$ cat src/rtl/ws2811_frame_seq_if.sv
// Write/control port between the frame sequencer (master) and the WS2811 string driver (slave).
interface ws2811_frame_seq_if;
    logic        wr;
    logic [7:0]  wr_addr;
    logic [23:0] wr_data;
    logic        bank;
    logic [7:0]  leds;
    logic        start;

    modport master (output wr, wr_addr, wr_data, bank, leds, start);
    modport slave  (input  wr, wr_addr, wr_data, bank, leds, start);
endinterface

$ cat src/rtl/ws2811_frame_seq.sv
// Ping-pong frame sequencer for the 128-pixel WS2811 driver: renders solid/chase/gradient frames.
// Define FRAME_SEQ_BRIGHTNESS_EN to enable global brightness scaling in pipeline stage 2.
module ws2811_frame_seq #(
    parameter int DIV_W    = 24,
    parameter int MAX_LEDS = 128
) (
    input  logic               clk,
    input  logic               rst,
    input  logic               enable,
    input  logic [DIV_W-1:0]   frame_div,
    input  logic [7:0]         num_leds,
    input  logic [1:0]         mode,
    input  logic [23:0]        color,
    input  logic [7:0]         brightness,
    ws2811_frame_seq_if.master drv,
    output logic               busy,
    output logic [7:0]         overrun
);

    typedef enum logic [2:0] {IDLE, FILL, DRAIN, FLIP, START} state_t;

    state_t           state, state_nxt;
    logic [DIV_W-1:0] timer;
    logic             tick;
    logic [7:0]       n_clamp, n_r, chase_pos, chase_lit;
    logic [1:0]       mode_r;
    logic [23:0]      color_r;
    logic             fill_bank, bank_r, drain_cnt, last_idx;
    logic [6:0]       idx;
    logic [7:0]       leds_r;
    logic [7:0]       grad_r;
    logic [23:0]      pix;
    logic             s1_valid, wr_r;
    logic [7:0]       s1_addr, wr_addr_r;
    logic [23:0]      s1_color, wr_data_r;

    assign tick      = enable && (frame_div != '0) && (timer == frame_div);
    assign n_clamp   = (num_leds > 8'(MAX_LEDS)) ? 8'(MAX_LEDS) : num_leds;
    assign last_idx  = ({1'b0, idx} == (n_r - 8'd1));
    assign chase_lit = (chase_pos >= n_r) ? 8'd0 : chase_pos;
    assign busy      = (state != IDLE);

    assign drv.wr      = wr_r;
    assign drv.wr_addr = wr_addr_r;
    assign drv.wr_data = wr_data_r;
    assign drv.bank    = bank_r;
    assign drv.leds    = leds_r;
    assign drv.start   = (state == START);

    always_ff @(posedge clk) begin
        if (rst || !enable || (frame_div == '0) || (timer == frame_div))
            timer <= '0;
        else
            timer <= timer + DIV_W'(1);
    end

    always_ff @(posedge clk) begin
        if (rst) state <= IDLE;
        else     state <= state_nxt;
    end

    always_comb begin
        state_nxt = state;
        case (state)
            IDLE:    if (tick && (n_clamp != 8'd0)) state_nxt = FILL;
            FILL:    if (last_idx) state_nxt = DRAIN;
            DRAIN:   if (drain_cnt) state_nxt = FLIP;
            FLIP:    state_nxt = START;
            START:   state_nxt = IDLE;
            default: state_nxt = IDLE;
        endcase
    end

    // Frame parameters are captured only on an accepted tick so busy-time input changes are ignored.
    always_ff @(posedge clk) begin
        if (rst) begin
            n_r       <= 8'd0;
            mode_r    <= 2'd0;
            color_r   <= 24'd0;
            fill_bank <= 1'b0;
            bank_r    <= 1'b0;
            leds_r    <= 8'd0;
            idx       <= 7'd0;
            drain_cnt <= 1'b0;
            chase_pos <= 8'd0;
            overrun   <= 8'd0;
        end else begin
            if (tick && (state != IDLE) && (overrun != 8'hFF))
                overrun <= overrun + 8'd1;
            case (state)
                IDLE: begin
                    if (tick) begin
                        n_r       <= n_clamp;
                        mode_r    <= mode;
                        color_r   <= color;
                        fill_bank <= ~bank_r;
                        idx       <= 7'd0;
                        drain_cnt <= 1'b0;
                    end
                end
                FILL:  idx <= idx + 7'd1;
                DRAIN: drain_cnt <= ~drain_cnt;
                FLIP: begin
                    bank_r <= fill_bank;
                    leds_r <= n_r;
                end
                START: begin
                    if (({1'b0, chase_pos} + 9'd1) >= {1'b0, n_r})
                        chase_pos <= 8'd0;
                    else
                        chase_pos <= chase_pos + 8'd1;
                end
                default: ;
            endcase
        end
    end

    assign grad_r = {idx, 1'b0};

    always_comb begin
        pix = color_r;
        case (mode_r)
            2'd1:    pix = ({1'b0, idx} == chase_lit) ? color_r : 24'd0;
            2'd2:    pix = {grad_r, color_r[15:8], ~grad_r};
            default: pix = color_r;
        endcase
    end

    always_ff @(posedge clk) begin
        if (rst) begin
            s1_valid <= 1'b0;
            s1_addr  <= 8'd0;
            s1_color <= 24'd0;
        end else begin
            s1_valid <= (state == FILL);
            s1_addr  <= {fill_bank, idx};
            s1_color <= pix;
        end
    end

`ifdef FRAME_SEQ_BRIGHTNESS_EN
    logic [7:0] bright_r;
    logic [8:0] scale_k;

    assign scale_k = {1'b0, bright_r} + 9'd1;

    // (ch * (brightness+1)) >> 8 makes 255 an exact identity and 0 fully dark.
    function automatic logic [7:0] scale_ch(input logic [7:0] ch, input logic [8:0] k);
        return 8'(({8'd0, ch} * {7'd0, k}) >> 8);
    endfunction

    always_ff @(posedge clk) begin
        if (rst)
            bright_r <= 8'd0;
        else if ((state == IDLE) && tick)
            bright_r <= brightness;
    end

    always_ff @(posedge clk) begin
        if (rst) begin
            wr_r      <= 1'b0;
            wr_addr_r <= 8'd0;
            wr_data_r <= 24'd0;
        end else begin
            wr_r <= s1_valid;
            if (s1_valid) begin
                wr_addr_r <= s1_addr;
                wr_data_r <= {scale_ch(s1_color[23:16], scale_k),
                              scale_ch(s1_color[15:8],  scale_k),
                              scale_ch(s1_color[7:0],   scale_k)};
            end
        end
    end
`else
    logic unused_brightness;
    assign unused_brightness = ^brightness;

    always_ff @(posedge clk) begin
        if (rst) begin
            wr_r      <= 1'b0;
            wr_addr_r <= 8'd0;
            wr_data_r <= 24'd0;
        end else begin
            wr_r <= s1_valid;
            if (s1_valid) begin
                wr_addr_r <= s1_addr;
                wr_data_r <= s1_color;
            end
        end
    end
`endif

endmodule

$ cat src/flat_wrapper.sv
// flat-port wrapper written by rule: the top's interface ports become plain ports
module ws2811_frame_seq_flat 
#(
    parameter int DIV_W    = 24,
    parameter int MAX_LEDS = 128
)
  (clk, rst, enable, frame_div, num_leds, mode, color, brightness, busy, overrun, drv_wr, drv_wr_addr, drv_wr_data, drv_bank, drv_leds, drv_start);
  ws2811_frame_seq_if drv_i ();
  input  logic clk;
  input  logic rst;
  input  logic enable;
  input  logic [DIV_W-1:0] frame_div;
  input  logic [7:0] num_leds;
  input  logic [1:0] mode;
  input  logic [23:0] color;
  input  logic [7:0] brightness;
  output logic busy;
  output logic [7:0] overrun;
  output wire logic [$bits(drv_i.wr)-1:0] drv_wr;
  output wire logic [$bits(drv_i.wr_addr)-1:0] drv_wr_addr;
  output wire logic [$bits(drv_i.wr_data)-1:0] drv_wr_data;
  output wire logic [$bits(drv_i.bank)-1:0] drv_bank;
  output wire logic [$bits(drv_i.leds)-1:0] drv_leds;
  output wire logic [$bits(drv_i.start)-1:0] drv_start;
  assign drv_wr = drv_i.wr;
  assign drv_wr_addr = drv_i.wr_addr;
  assign drv_wr_data = drv_i.wr_data;
  assign drv_bank = drv_i.bank;
  assign drv_leds = drv_i.leds;
  assign drv_start = drv_i.start;
  ws2811_frame_seq #(.DIV_W(DIV_W), .MAX_LEDS(MAX_LEDS)) u_core (.clk(clk), .rst(rst), .enable(enable), .frame_div(frame_div), .num_leds(num_leds), .mode(mode), .color(color), .brightness(brightness), .drv(drv_i), .busy(busy), .overrun(overrun));
endmodule
$ cat config.mk
export PLATFORM = sky130hd
export DESIGN_NAME = ws2811_frame_seq_flat
export DESIGN_NICKNAME = d
export VERILOG_FILES = /design/src/rtl/ws2811_frame_seq_if.sv /design/src/rtl/ws2811_frame_seq.sv /design/src/flat_wrapper.sv
export SDC_FILE = /design/constraint.sdc
export NUM_CORES = 1
export LEC_CHECK = 0
export ABC_AREA = 1
export BUFFER_PORTS_ARGS = -buffer_cell sky130_fd_sc_hd__clkbuf_2
export CAP_MARGIN = 15
export CELL_PAD_IN_SITES_DETAIL_PLACEMENT = 1
export CELL_PAD_IN_SITES_GLOBAL_PLACEMENT = 1
export CORE_MARGIN = 2
export CORE_UTILIZATION = 44
export CTS_CLUSTER_SIZE = 14
export DETAILED_ROUTE_END_ITERATION = 8
export GPL_TIMING_DRIVEN = 0
export HOLD_SLACK_MARGIN = 0.05
export PLACE_DENSITY = 0.84
export SYNTH_ARGS = -nofsm -noshare
export SYNTH_HDL_FRONTEND = slang
export SYNTH_SLANG_ARGS = --single-unit
$ cat constraint.sdc
create_clock -name clk -period 4.48 [get_ports clk]
set_input_delay 0.224 -clock clk [delete_from_list [all_inputs] [get_ports clk]]
set_output_delay 0.224 -clock clk [all_outputs]
set_load 0.03 [all_outputs]
## Word-level counts from Yosys, hierarchy flattened

Index checks and enable logic that the tools add are counted.

- Flip-flop bits (word level): 161
- Latch bits: 0
- Memory bits (writable): 0
- ROM bits: 0
- Input bits: 69
- Memories: 0

- Add/sub/neg operators: 6
- Multipliers: 0
- Div/mod/pow operators: 0
- $lt $le $gt $ge: 3
- Equality and inequality tests: 14
- Shift operators: 0
- Muxes and demuxes: 13
- Bitwise operators: 3
- Reduce and logical (&&, ||, !) cells: 20

Operator list:

| kind | count |
|---|---|
| $pmux W24 S2 | 1 |
| $add A24 B1 Y24 const B | 1 |
| $eq A24 B24 Y1 | 1 |
| $logic_not A24 Y1 | 1 |
| $mux W24 | 1 |
| $mux W8 | 3 |
| $reduce_bool A24 Y1 | 1 |
| $add A8 B1 Y8 const B | 2 |
| $eq A7 B8 Y1 | 2 |
| $pmux W7 S2 | 1 |
| $pmux W3 S4 | 1 |
| $add A8 B1 Y9 const B | 1 |
| $ge A9 B8 Y1 | 1 |
| $mux W3 | 3 |
| $ge A8 B8 Y1 | 1 |
| $gt A8 B8 Y1 const B | 1 |
| $ne A2 B1 Y1 const B | 4 |
| $ne A8 B8 Y1 const B | 1 |
| $not A8 Y8 | 1 |
| $reduce_bool A8 Y1 | 1 |
| $sub A8 B1 Y8 const B | 1 |
| $add A7 B1 Y7 const B | 1 |
| $mux W7 | 1 |
| $eq A3 B2 Y1 const B | 2 |
| other kinds (15) | 25 |

## Depth between registers and ports, before layout

Gate-level depths: netlist of the first run.

- Depth in word-level cells: 6
- Depth in mapped cells: 19
- Gate-level depth less buffers: 17

## Worst setup path after synthesis of the first run

OpenSTA, ideal clock, no wires.

- Path kind: reg2reg
- Start: register u_core.chase_pos[0]
- End: register u_core.s1_color[6]
- Setup time: 70 ps
- Arrival: 1942 ps
- Data required time: 4410 ps
- Path slack: 2468 ps
- Cell stages (with the launch flop): 18
- Path buffers: 2
- Path through: dfxtp_1 -> inv_1 -> ha_1 -> nand2_1 -> nor2_1 -> nor2_1 -> nand2_1 -> nand2_1 -> buf_4 -> nand3_1 -> nand2_1 -> o21ai_1 -> nor2_1 -> nand3_1 -> nand2_2 -> buf_6 -> nand2_1 -> a21oi_1

- Word-level cells in the longest chain between the ends: 5

RTL lines:

| element | line | RTL |
|---|---|---|
| start, declared | ws2811_frame_seq.sv:25 | `logic [7:0] n_clamp, n_r, chase_pos, chase_lit;` |
| start signal, assigned | ws2811_frame_seq.sv:111 | `chase_pos <= chase_pos + 8'd1;` |
| $ge A8 B8 Y1 | ws2811_frame_seq.sv:40 | `assign chase_lit = (chase_pos >= n_r) ? 8'd0 : chase_pos;` |
| $mux W8 * | ws2811_frame_seq.sv:40 |  |
| $eq A7 B8 Y1 * | ws2811_frame_seq.sv:123 | `2'd1: pix = ({1'b0, idx} == chase_lit) ? color_r : 24'd0;` |
| $mux W24 * | ws2811_frame_seq.sv:123 |  |
| $pmux W24 S2 * | ws2811_frame_seq.sv:122 | `case (mode_r)` |
| end signal, assigned | ws2811_frame_seq.sv:137 | `s1_color <= pix;` |
| end, declared | ws2811_frame_seq.sv:35 | `logic [23:0] s1_color, wr_data_r;` |

Mark *: on every way between the ends. The rest lies on a longest branch, timed or not.
A chain may end at the register's enable or synchronous reset.

## Final worst setup path of the first run

- Start: register u_core.n_r[3]
- End: register u_core.s1_color[6]

- Word-level cells in the longest chain between the ends: 5

RTL lines:

| element | line | RTL |
|---|---|---|
| start, declared | ws2811_frame_seq.sv:25 |  |
| start signal, assigned | ws2811_frame_seq.sv:93 | `n_r <= n_clamp;` |
| $ge A8 B8 Y1 | ws2811_frame_seq.sv:40 |  |
| $mux W8 | ws2811_frame_seq.sv:40 |  |
| $eq A7 B8 Y1 | ws2811_frame_seq.sv:123 |  |
| $mux W24 | ws2811_frame_seq.sv:123 |  |
| $pmux W24 S2 | ws2811_frame_seq.sv:122 |  |

No other way between the ends.

==> results.tsv, run 1 <==
stage	metric	value	unit
synthesis	syn_area	0.00730	sq mm
synthesis	synth_area_per_cell	7.50	sq um
worst_setup_path	worst_ep_required_time	4.83	ns
power	clockPowerShare	46.2	%
power	p_int	2.28	mW
synthesis	synthMuxAreaShare	0	%
synthesis	synthSimpleGateAreaFrac	28.3	%
place	placed_cells	1305	
drt	post_drt_wl_per_cell	16.6	um
finish	fin_nets	1207	
sta	fin_ws	1.86	ns
power	leakagePower	3.91	nW
global_routing	grt_pass1_vias	7267	
finish	antennaDiodeCount	0	
synthesis	synth_enable_flop_cells	0	
synthesis	synth-xor-area-share	5.40	%
floorplan	die_x	133	um
worst_setup_path	worstSetupStartpointType	flip-flop	
global_routing	overflow	0	
clock_network	cts-buffers-inserted	17	
sta	tightest_slew	0.707	ns
sta	setup_viol	0	
hold_path	hold_class	primary input to flip-flop	
sta	relSlewSlack	52.5	%
finish	layout-drive-gt1-share	16.3	%
floorplan	start_util	44.5	%
sta	finalCritPeriodShare	58.5	%
sta	period_minus_slack	2.62	ns
synthesis	yosysSeqAreaShare	44.1	%
power	p_seq_share	46.0	%
floorplan	fp.coreArea	0.0164	sq mm
hold_path	hold-path-cell-count	3	
worst_setup_path	r2r_cells	18	
worst_setup_path	end_kind	flip-flop	
hold_path	min-delay-start	color[4]	
sta	slew_violations	0	
global_routing	grt_start_max_net_pins	20	
floorplan	row_count	47	
drt	dr.pass1.iters	5	
floorplan	die_h	133	um
global_routing	track_usage	26.2	%
drt	via_count	6998	
place	gp_congestion	0.850	
sta	fmax	381	MHz
finish	n_fill_cell	2132	
hold_path	hold_end	u_core.color_r[4]	
synthesis	synthDistinctLibCells	44	
synthesis	ys_seq_elements	161	
clock_network	cts.root.buffer_cell	clkbuf_16	
floorplan	io_pins	121	
floorplan	dieArea	0.0176	sq mm
synthesis	ys_async_sr_fraction	0	%
global_routing	antenna_found_initial	0	
synthesis	yosys_warnings	0	
finish	fin_cells	1348	
power	p_switching	0.909	mW
place	io_buffers	111	
synthesis	synthTopCellsByCount	161 x dfxtp_1, 159 x nand2_1, 143 x nor2_1, 88 x inv_1, 84 x nand3_1	
status	status	finished clean	
sta	finalHoldViolations	0	
clock_network	htree_num_levels	4	
synthesis	postSynthCellCount	974	
drt	drt_iter0_markers	330	
synthesis	synth_compound_area_share	10.9	%
synthesis	synth_most_common_cell	dfxtp_1	
synthesis	synth_flop_cell	dfxtp_1	
worst_setup_path	r2r-end	u_core.s1_color[6]	
drt	drtAntennaViolNets	0	
drt	routed_wl	22.4	mm
synthesis	netlist.area_leader.share	44.1	%
global_routing	grt_pass1_wl	36.9	mm
power	switching_share	28.5	%
worst_setup_path	critPathMaxFanout	10	
synthesis	synth_area_leaders	dfxtp_1 44%, nand2_1 8.2%, nor2_1 7.3%, nand3_1 5.8%, a21oi_1 5.3%	
power	combinationalPowerShare	7.8	%
sta	tns	0	ns
clock_network	cts_tree	yes	
clock_network	clock_latency	0.44	ns
synthesis	synth_top_family_by_area	simple AND/OR/NAND/NOR gates	
synthesis	syn-num-nets	1066	
clock_network	clk_path_buf_depth	2	
sta	rsz0062_at_grt	no	
synthesis	synth_adder_area_share	3.94	%
worst_setup_path	ff2ff_setup_slack	1.86	ns
sta	finalClockSkew	0.0137	ns
worst_setup_path	path_class	flip-flop to flip-flop	
clock_network	cts.sinks	161	
power	power_density	361	mW/mm^2
finish	syn_to_final_growth	21.2	%
worst_setup_path	r2r_start	u_core.n_r[3]	
run	drv_cap	0	
worst_setup_path	arrival	2.97	ns
power	peakVddDrop	261	uV
place	dpl.hpwl	15.8	mm
place	dp_slack	1.96	ns
clock_network	clkTransAtPathRegs	0.08	ns
drt	drc	0	
finish	regArea	0.00322	sq mm
synthesis	synth_largest_area_cell	dfxtp_1	
finish	multiInputGateArea	0.00354	sq mm
drt	post_drt_via_cell_ratio	5.19	
critical path, stage by stage, from the launching register on:
cell	delay, ns
dfxtp_1	0.35
inv_1	0.16
ha_1	0.36
nand2_1	0.08
nor2_1	0.13
nor2_1	0.06
nand2_1	0.08
nand2_1	0.08
buf_4	0.17
nand3_1	0.08
nand2_1	0.05
nand2_1	0.06
nand2_1	0.06
nor2_1	0.13
nand3_1	0.13
nand2_2	0.15
buf_6	0.16
nand2_1	0.06
a21oi_1	0.18
timing repair:
action | 4_1_cts | 5_1_grt
gates resized for setup | 0 | 0
hold buffers | 10 | 1
endpoints found under the hold margin | 10 | 1
setup buffers | 0 | 0
state kept, by name (all words and copies together), names as in the netlist:
name	flops
u_core.timer	24
u_core.state	3
u_core.drv.wr_addr	8
u_core.idx	7
u_core.fill_bank	1
u_core.s1_color	24
u_core.drv.wr_data	24
u_core.drv.bank	1
u_core.color_r	24
u_core.overrun	8
u_core.drv.leds	8
u_core.chase_pos	8
u_core.s1_addr	8
u_core.drv.wr	1
u_core.s1_valid	1
u_core.n_r	8
u_core.mode_r	2
u_core.drain_cnt	1
per-stage QoR:
stage / area [sq um] / hold WS [ns] / utilization (%) / power [mW]
after floorplan: 7300 / 0.370 / - / 1.64
final: 8850 / 0.0628 / 53.9 / 3.19
after detailed placement: 8140 / 0.434 / 49.6 / 1.74
after global placement: 8140 / 0.433 / 49.6 / 1.73
after global routing: 8850 / 0.0527 / 53.9 / 3.30
after CTS: 8840 / 0.0505 / 53.9 / 3.21
worst max path at each step:
stage / depth (start not counted) / slack [ns] / from / to
floorplan: 17 / 2.47 / u_core.chase_pos[0] / u_core.s1_color[6]
global placement: 9 / 2.07 / u_core.chase_pos[0] / u_core.chase_pos[1]
detailed placement: 15 / 1.96 / u_core.n_r[3] / u_core.s1_color[10]
CTS: 18 / 1.87 / u_core.n_r[3] / u_core.s1_color[6]
global route: 17 / 1.56 / u_core.n_r[3] / u_core.s1_color[6]
finish: 18 / 1.86 / u_core.n_r[3] / u_core.s1_color[6]
area by class of cell:
| cell class | instances | area share [%] |
|---|---|---|
| inverter | 95 | 4.03 |
| clock inverter | 15 | 2.04 |
| multi-input combinational | 681 | 40.0 |
| timing repair buffer | 122 | 7.52 |
| sequential | 161 | 36.4 |
| clock buffer | 17 | 4.81 |
| buffer | 37 | 2.04 |
| tap | 220 | 3.11 |
layer usage:
| layer | GRT usage [%] | routed length, um | share of wire, % |
|---|---|---|---|
| met4 | 8.72 | 462 | 2.1 |
| met3 | 4.83 | 916 | 4.1 |
| met2 | 45.6 | 11100 | 49 |
| met5 | 0 | 0 | 0 |
| met1 | 32.8 | 9960 | 44 |
logic make-up after synthesis:
logic type	count (synthesis)
xor gates and xnor gates	45
and+or+nand+nor	461
AOI/OAI and AO/OA	152
buffers and inverters	132
DFF	161
adders and majority gates	23
cells in the final DEF, fill, tap and decap left out, types with 2 or more instances in the layout:
cell / instances
o21ai_0: 49
nor3_1: 19
inv_8: 5
clkbuf_2: 111
or2_0: 3
buf_2: 6
and3_1: 2
o21ai_1: 13
inv_6: 3
xnor2_1: 12
xor2_1: 33
a21oi_1: 77
inv_2: 4
nor4_1: 4
dfxtp_1: 161
nand3_1: 84
nand3_2: 2
ha_1: 23
dlygate4sd3_1: 11
or2_2: 3
and2_1: 2
nor3b_1: 2
inv_1: 88
nor2_4: 3
nor2_1: 143
buf_6: 2
a21o_1: 2
nand2_1: 159
nor3_2: 5
nand2_2: 2
buf_4: 5
clkbuf_1: 23
nand4_1: 20
nor2_2: 4
a31oi_1: 4
clkinv_8: 5
clkinv_1: 3
clkbuf_16: 17
power groups by stage:
stage,clock network (mW),registers [mW],logic (mW)
4_1_cts,1.49,1.47,0.246
3_3_place_gp,0,1.50,0.229
2_1_floorplan,0,1.53,0.109
3_5_place_dp,0,1.50,0.235
6_report,1.47,1.47,0.248
5_1_grt,1.56,1.47,0.271
(Power assumes the default switching activity.)
==> run 2, diff against run 1 <==
Settings changed: ABC_AREA 1 to 0, CORE_UTILIZATION 44 to 39, PLACE_DENSITY 0.84 to 0.76.
Clock period 4.48 ns to 2.32 ns, I/O delays scaled along.
==> results.tsv, run 2 <==
stage	metric	value	unit
finish	layout-drive-gt1-share	26.0	%
finish	n_fill_cell	2162	
power	peakVddDrop	547	uV
clock_network	clk_path_buf_depth	2	
floorplan	row_count	50	
floorplan	io_pins	121	
floorplan	die_h	141	um
worst_setup_path	worstSetupStartpointType	flip-flop	
sta	slew_violations	0	
worst_setup_path	r2r_cells	11	
finish	syn_to_final_growth	32.1	%
drt	drt_iter0_markers	460	
synthesis	yosysSeqAreaShare	44.1	%
floorplan	start_util	39.4	%
drt	post_drt_via_cell_ratio	5.41	
global_routing	track_usage	23.8	%
synthesis	postSynthCellCount	807	
drt	post_drt_wl_per_cell	18.9	um
synthesis	syn_area	0.00730	sq mm
sta	finalHoldViolations	0	
hold_path	hold_class	primary input to flip-flop	
synthesis	ys_seq_elements	161	
synthesis	synth_area_per_cell	9.05	sq um
sta	finalCritPeriodShare	103	%
clock_network	cts.sinks	161	
sta	relSlewSlack	38.8	%
floorplan	die_x	141	um
clock_network	cts-buffers-inserted	17	
global_routing	grt_pass1_wl	37.3	mm
finish	post-route-util	52.1	%
worst_setup_path	worst_ep_required_time	2.68	ns
drt	dr.pass1.iters	4	
worst_setup_path	cp_slowest_stage_delay	0.39	ns
global_routing	antenna_found_initial	0	
finish	regArea	0.00325	sq mm
clock_network	clkTransAtPathRegs	0.07	ns
floorplan	fp.coreArea	0.0185	sq mm
place	placed_cells	1153	
finish	antennaDiodeCount	0	
synthesis	yosys_warnings	0	
clock_network	htree_num_levels	4	
clock_network	cts_tree	yes	
worst_setup_path	crit_top_cell	a21o_1	
sta	finalClockSkew	0.0139	ns
finish	final_common_cell	dfxtp_1	
worst_setup_path	r2r-end	u_core.chase_pos[5]	
drt	drc	0	
worst_setup_path	critPathMaxFanout	6	
worst_setup_path	critPathSlowestCell	dfxtp_4	
synthesis	synthDistinctLibCells	61	
power	leakagePower	3.71	nW
sta	rsz0062_at_grt	yes	
synthesis	synth_largest_area_cell	dfxtp_1	
place	gp_congestion	0.810	
place	placed_area	0.00817	sq mm
synthesis	synthTopCellsByCount	161 x dfxtp_1, 123 x nor2_1, 48 x nand2_1, 47 x mux2i_1, 45 x xnor2_1	
finish	finish.instance_area	0.00965	sq mm
synthesis	synth_enable_flop_cells	0	
drt	routed_wl	23.4	mm
synthesis	synth_area_leaders	dfxtp_1 44%, mux2i_1 6.4%, nor2_1 6.3%, xnor2_1 5.4%, ha_1 3.9%	
sta	fmax	418	MHz
worst_setup_path	end_kind	flip-flop	
run	drv_cap	0	
global_routing	grt_start_max_net_pins	19	
power	power_density	603	mW/mm^2
worst_setup_path	path_cells	ha_4 -> nand3_4 -> xnor2_2 -> ha_1 -> a21o_1 -> a21o_1 -> a211o_1 -> o22ai_4 -> buf_6 -> a32oi_2 -> nor2_1	
global_routing	grt_pass1_vias	7206	
finish	fin_cells	1239	
place	dpl.hpwl	15.5	mm
clock_network	cts.root.buffer_cell	clkbuf_16	
place	io_buffers	112	
drt	drtAntennaViolNets	0	
worst_setup_path	ff2ff_setup_slack	-0.07	ns
clock_network	clock_latency	0.43	ns
sta	period_minus_slack	2.39	ns
drt	via_count	6697	
hold_path	hold_end	u_core.timer[14]	
worst_setup_path	r2r_start	u_core.chase_pos[0]	
finish	fin_nets	1084	
floorplan	dieArea	0.0198	sq mm
status	status	finished with violations	
status	violations	setup timing	
synthesis	netlist.area_leader.share	44.1	%
hold_path	min-delay-start	enable	
finish	final_cell_mix	147 x dfxtp_1, 120 x nor2_1, 119 x clkbuf_2, 47 x nand2_1, 47 x mux2i_1	
hold_path	hold-path-cell-count	4	
synthesis	syn-num-nets	899	
sta	tightest_slew	0.918	ns
worst_setup_path	path_class	flip-flop to flip-flop	
worst_setup_path	arrival	2.75	ns
sta	fin_ws	-0.0700	ns
synthesis	synth_flop_cell	dfxtp_1	
synthesis	ys_async_sr_fraction	0	%
finish	multiInputGateArea	0.00409	sq mm
global_routing	overflow	0	
sta	setup_viol	23	
synthesis	synth_most_common_cell	dfxtp_1	
-- run 2: layout make-up --
class	instances	share of cell area, %
sequential	161	33.7
buffer	49	2.88
tap	234	3.03
clock inverter	15	1.66
clock buffer	17	4.41
multi-input combinational	576	42.4
inverter	19	0.739
timing repair buffer	168	11.2
-- run 2: how the worst max path moves through the flow --
| stage | start | slack [ns] | cells past startpoint | endpoint |
|---|---|---|---|---|
| 2_1_floorplan | u_core.chase_pos[1] | -0.02 | 10 | u_core.chase_pos[2] |
| 5_1_grt | u_core.chase_pos[0] | -0.18 | 11 | u_core.chase_pos[5] |
| 4_1_cts | u_core.chase_pos[1] | -0.03 | 11 | u_core.chase_pos[5] |
| 3_3_place_gp | u_core.n_r[0] | -0.37 | 7 | u_core.s1_color[7] |
| 3_5_place_dp | u_core.n_r[0] | -0.40 | 7 | u_core.s1_color[7] |
| 6_report | u_core.chase_pos[0] | -0.07 | 11 | u_core.chase_pos[5] |
-- run 2: cells by family (layout without fill, tap and decap cells) --
| logic type | Yosys count | after routing | share of synthesized area [%] |
|---|---|---|---|
| buffers and inverters | 70 | 268 | 4.27 |
| adder cells (fa/ha/maj) | 23 | 23 | 3.94 |
| AND/OR/NAND/NOR | 313 | 313 | 21.6 |
| XOR/XNOR | 72 | 72 | 8.89 |
| AO/OA/AOI/OAI | 117 | 117 | 10.1 |
| multiplexers | 51 | 51 | 7.06 |
| flip-flops | 161 | 161 | 44.1 |
-- run 2: repair_timing --
| action | 4_1_cts | 5_1_grt |
|---|---|---|
| pin swaps | 18 | 19 |
| hold endpoints to repair | 36 | 0 |
| buffers inserted | 16 | 5 |
| setup endpoints to repair | 32 | 98 |
| resized for setup | 54 | 49 |
| hold buffers | 35 | 0 |
-- run 2: per-layer routing --
metal	track usage, %	routed length (um)
met5	0	0
met4	9.58	587
met3	5.57	1250
met2	41.0	11700
met1	28.7	9940
-- run 2: critical path, delay by kind of cell (launching register included) --
family / cells / cell delay [ns]
and+or+nand+nor: 2 / 0.19
adders and majority gates: 2 / 0.48
buffers and inverters: 1 / 0.17
AOI/OAI and AO/OA: 5 / 0.96
DFF: 1 / 0.39
xor gates and xnor gates: 1 / 0.14
-- run 2: report_power, final --
part	switching, mW	total [mW]	internal [mW]
combinational	0.141	0.250	0.109
sequential	0.00185	2.76	2.76
clock	1.35	2.80	1.45
-- run 2: metrics by stage --
stage               worst slack [ns]  TNS [ns]  hold slack, ns  total power, mW
finish                       -0.0700    -0.905           0.299             5.81
floorplan                    -0.0159   -0.0159           0.197             2.91
detailed placement            -0.399     -9.38           0.353             3.02
global placement              -0.371     -8.53           0.348             3.02
global route                  -0.176     -3.28           0.329             5.99
CTS                          -0.0269   -0.0571           0.291             5.84
==> run 3, diff against run 2 <==
Settings changed: ABC_AREA 0 to 1, CORE_UTILIZATION 39 to 37, PLACE_DENSITY 0.76 to 0.75.
==> results.tsv, run 3 (synthesized netlist as in run 1, its figures left out) <==
stage	metric	value	unit
status	status	finished clean	
power	p_int	4.59	mW
power	clockPowerShare	46.4	%
place	io_buffers	111	
floorplan	die_x	145	um
place	gp_congestion	0.813	
place	dpl.hpwl	16.1	mm
clock_network	clock_latency	0.44	ns
drt	routed_wl	23.3	mm
power	p_switching	1.65	mW
global_routing	grt_start_max_net_pins	17	
global_routing	overflow	0	
floorplan	start_util	37.7	%
place	dp_slack	-0.178	ns
floorplan	dieArea	0.0209	sq mm
power	leakagePower	4.15	nW
sta	slew_violations	0	
finish	final_cell_mix	152 x nand2_1, 151 x dfxtp_1, 140 x nor2_1, 111 x clkbuf_2, 80 x inv_1	
sta	finalCritPeriodShare	98.0	%
clock_network	cts_tree	yes	
run	drv_cap	0	
clock_network	htree_num_levels	4	
finish	layout-drive-gt1-share	21.6	%
finish	fin_nets	1249	
worst_setup_path	path_class	flip-flop to flip-flop	
hold_path	hold_class	primary input to flip-flop	
sta	tightest_slew	0.642	ns
drt	post_drt_via_cell_ratio	4.99	
drt	via_count	7158	
clock_network	clkTransAtPathRegs	0.07	ns
clock_network	clk_path_buf_depth	2	
clock_network	cts.sinks	161	
worst_setup_path	worst_ep_required_time	2.68	ns
worst_setup_path	worstSetupStartpointType	flip-flop	
finish	post-route-util	49.4	%
power	power_density	651	mW/mm^2
power	combinationalPowerShare	8.1	%
sta	setup_viol	0	
floorplan	io_pins	121	
sta	relSlewSlack	57.2	%
drt	post_drt_wl_per_cell	16.2	um
worst_setup_path	arrival	2.64	ns
floorplan	fp.coreArea	0.0194	sq mm
finish	syn_to_final_growth	31.1	%
floorplan	die_h	145	um
global_routing	track_usage	21.9	%
power	switching_share	26.4	%
finish	antennaDiodeCount	0	
finish	final_common_cell	nand2_1	
finish	n_fill_cell	2467	
global_routing	grt_pass1_vias	7163	
sta	rsz0062_at_grt	yes	
power	p_seq_share	45.4	%
clock_network	cts-buffers-inserted	17	
drt	dr.pass1.iters	5	
sta	period_minus_slack	2.27	ns
sta	fin_ws	0.0461	ns
drt	drtAntennaViolNets	0	
worst_setup_path	end_kind	flip-flop	
worst_setup_path	critPathMaxFanout	8	
sta	fmax	440	MHz
sta	finalClockSkew	0.0133	ns
global_routing	antenna_found_initial	0	
floorplan	row_count	51	
clock_network	cts.root.buffer_cell	clkbuf_16	
power	peakVddDrop	528	uV
drt	drt_iter0_markers	238	
sta	finalHoldViolations	0	
global_routing	grt_pass1_wl	35.8	mm
drt	drc	0	
run 3: final timing paths:
| path | startpoint | end | slack, ns | depth (start not counted) |
|---|---|---|---|---|
| setup / recovery | u_core.chase_pos[0] | u_core.s1_color[4] | 0.05 | 17 |
| hold / removal | rst | u_core.s1_addr[1] | 0.16 | 2 |
| setup reg to reg | u_core.chase_pos[0] | u_core.s1_color[4] | 0.05 | 17 |
| hold reg to reg | u_core.s1_color[12] | u_core.drv.wr_data[12] | 0.46 | 2 |
run 3: power by group through the flow:
stage	clock network, mW	logic (mW)	registers, mW
floorplan	0	0.210	2.96
CTS	2.93	0.505	2.84
global placement	0	0.448	2.90
detailed placement	0	0.455	2.90
finish	2.90	0.508	2.83
global route	3.05	0.559	2.84
run 3: area by class of cell:
class / instances / area, sq um / area share (%)
repair buffers: 164 / 1070 / 11.2
clock buffers: 17 / 425 / 4.44
plain buffers: 37 / 191 / 2.00
multi-input cells: 681 / 3770 / 39.4
inverters: 95 / 369 / 3.85
flip-flops and latches: 161 / 3250 / 33.9
well taps: 265 / 332 / 3.46
clock inverters: 14 / 171 / 1.79
run 3: timing repair:
action	4_1_cts	5_1_grt
setup endpoints to repair	32	50
hold endpoints to repair	34	0
pin swaps	4	20
hold buffers	34	0
cloned	0	3
resized for setup	24	50
buffers inserted	2	14
run 3: stage by stage:
stage               area (sq um)  power (mW)  hold WS (ns)  TNS [ns]  cells
global placement            8190        3.35         0.372     -2.21   1350
CTS                         9190        6.27         0.137  -0.00703   1417
finish                      9580        6.24         0.162         0   1434
global route                9580        6.45         0.183     -2.49   1434
floorplan                   7300        3.17         0.262         0    974
detailed placement          8190        3.36         0.385     -2.90   1350
run 3: layer usage:
metal / routed length [um] / track usage (%)
met1: 10500 / 27.4
met2: 11800 / 38.9
met3: 639 / 3.74
met4: 296 / 6.34
met5: 0 / 0
run 3: worst max-delay path, cell delays in order, from the launching register on:
cell and delay, ns:
dfxtp_4 0.39, inv_4 0.05, ha_4 0.24, nand2_2 0.05, nor2_1 0.04, nor2_1 0.10, nand2_1 0.10, nand2_2 0.12
buf_6 0.14, nand3_4 0.07, nand2_2 0.08, o21ai_2 0.06, nor2_2 0.14, nand3_2 0.14, nand2_4 0.15, buf_4 0.13
nand2_1 0.06, a21oi_2 0.13
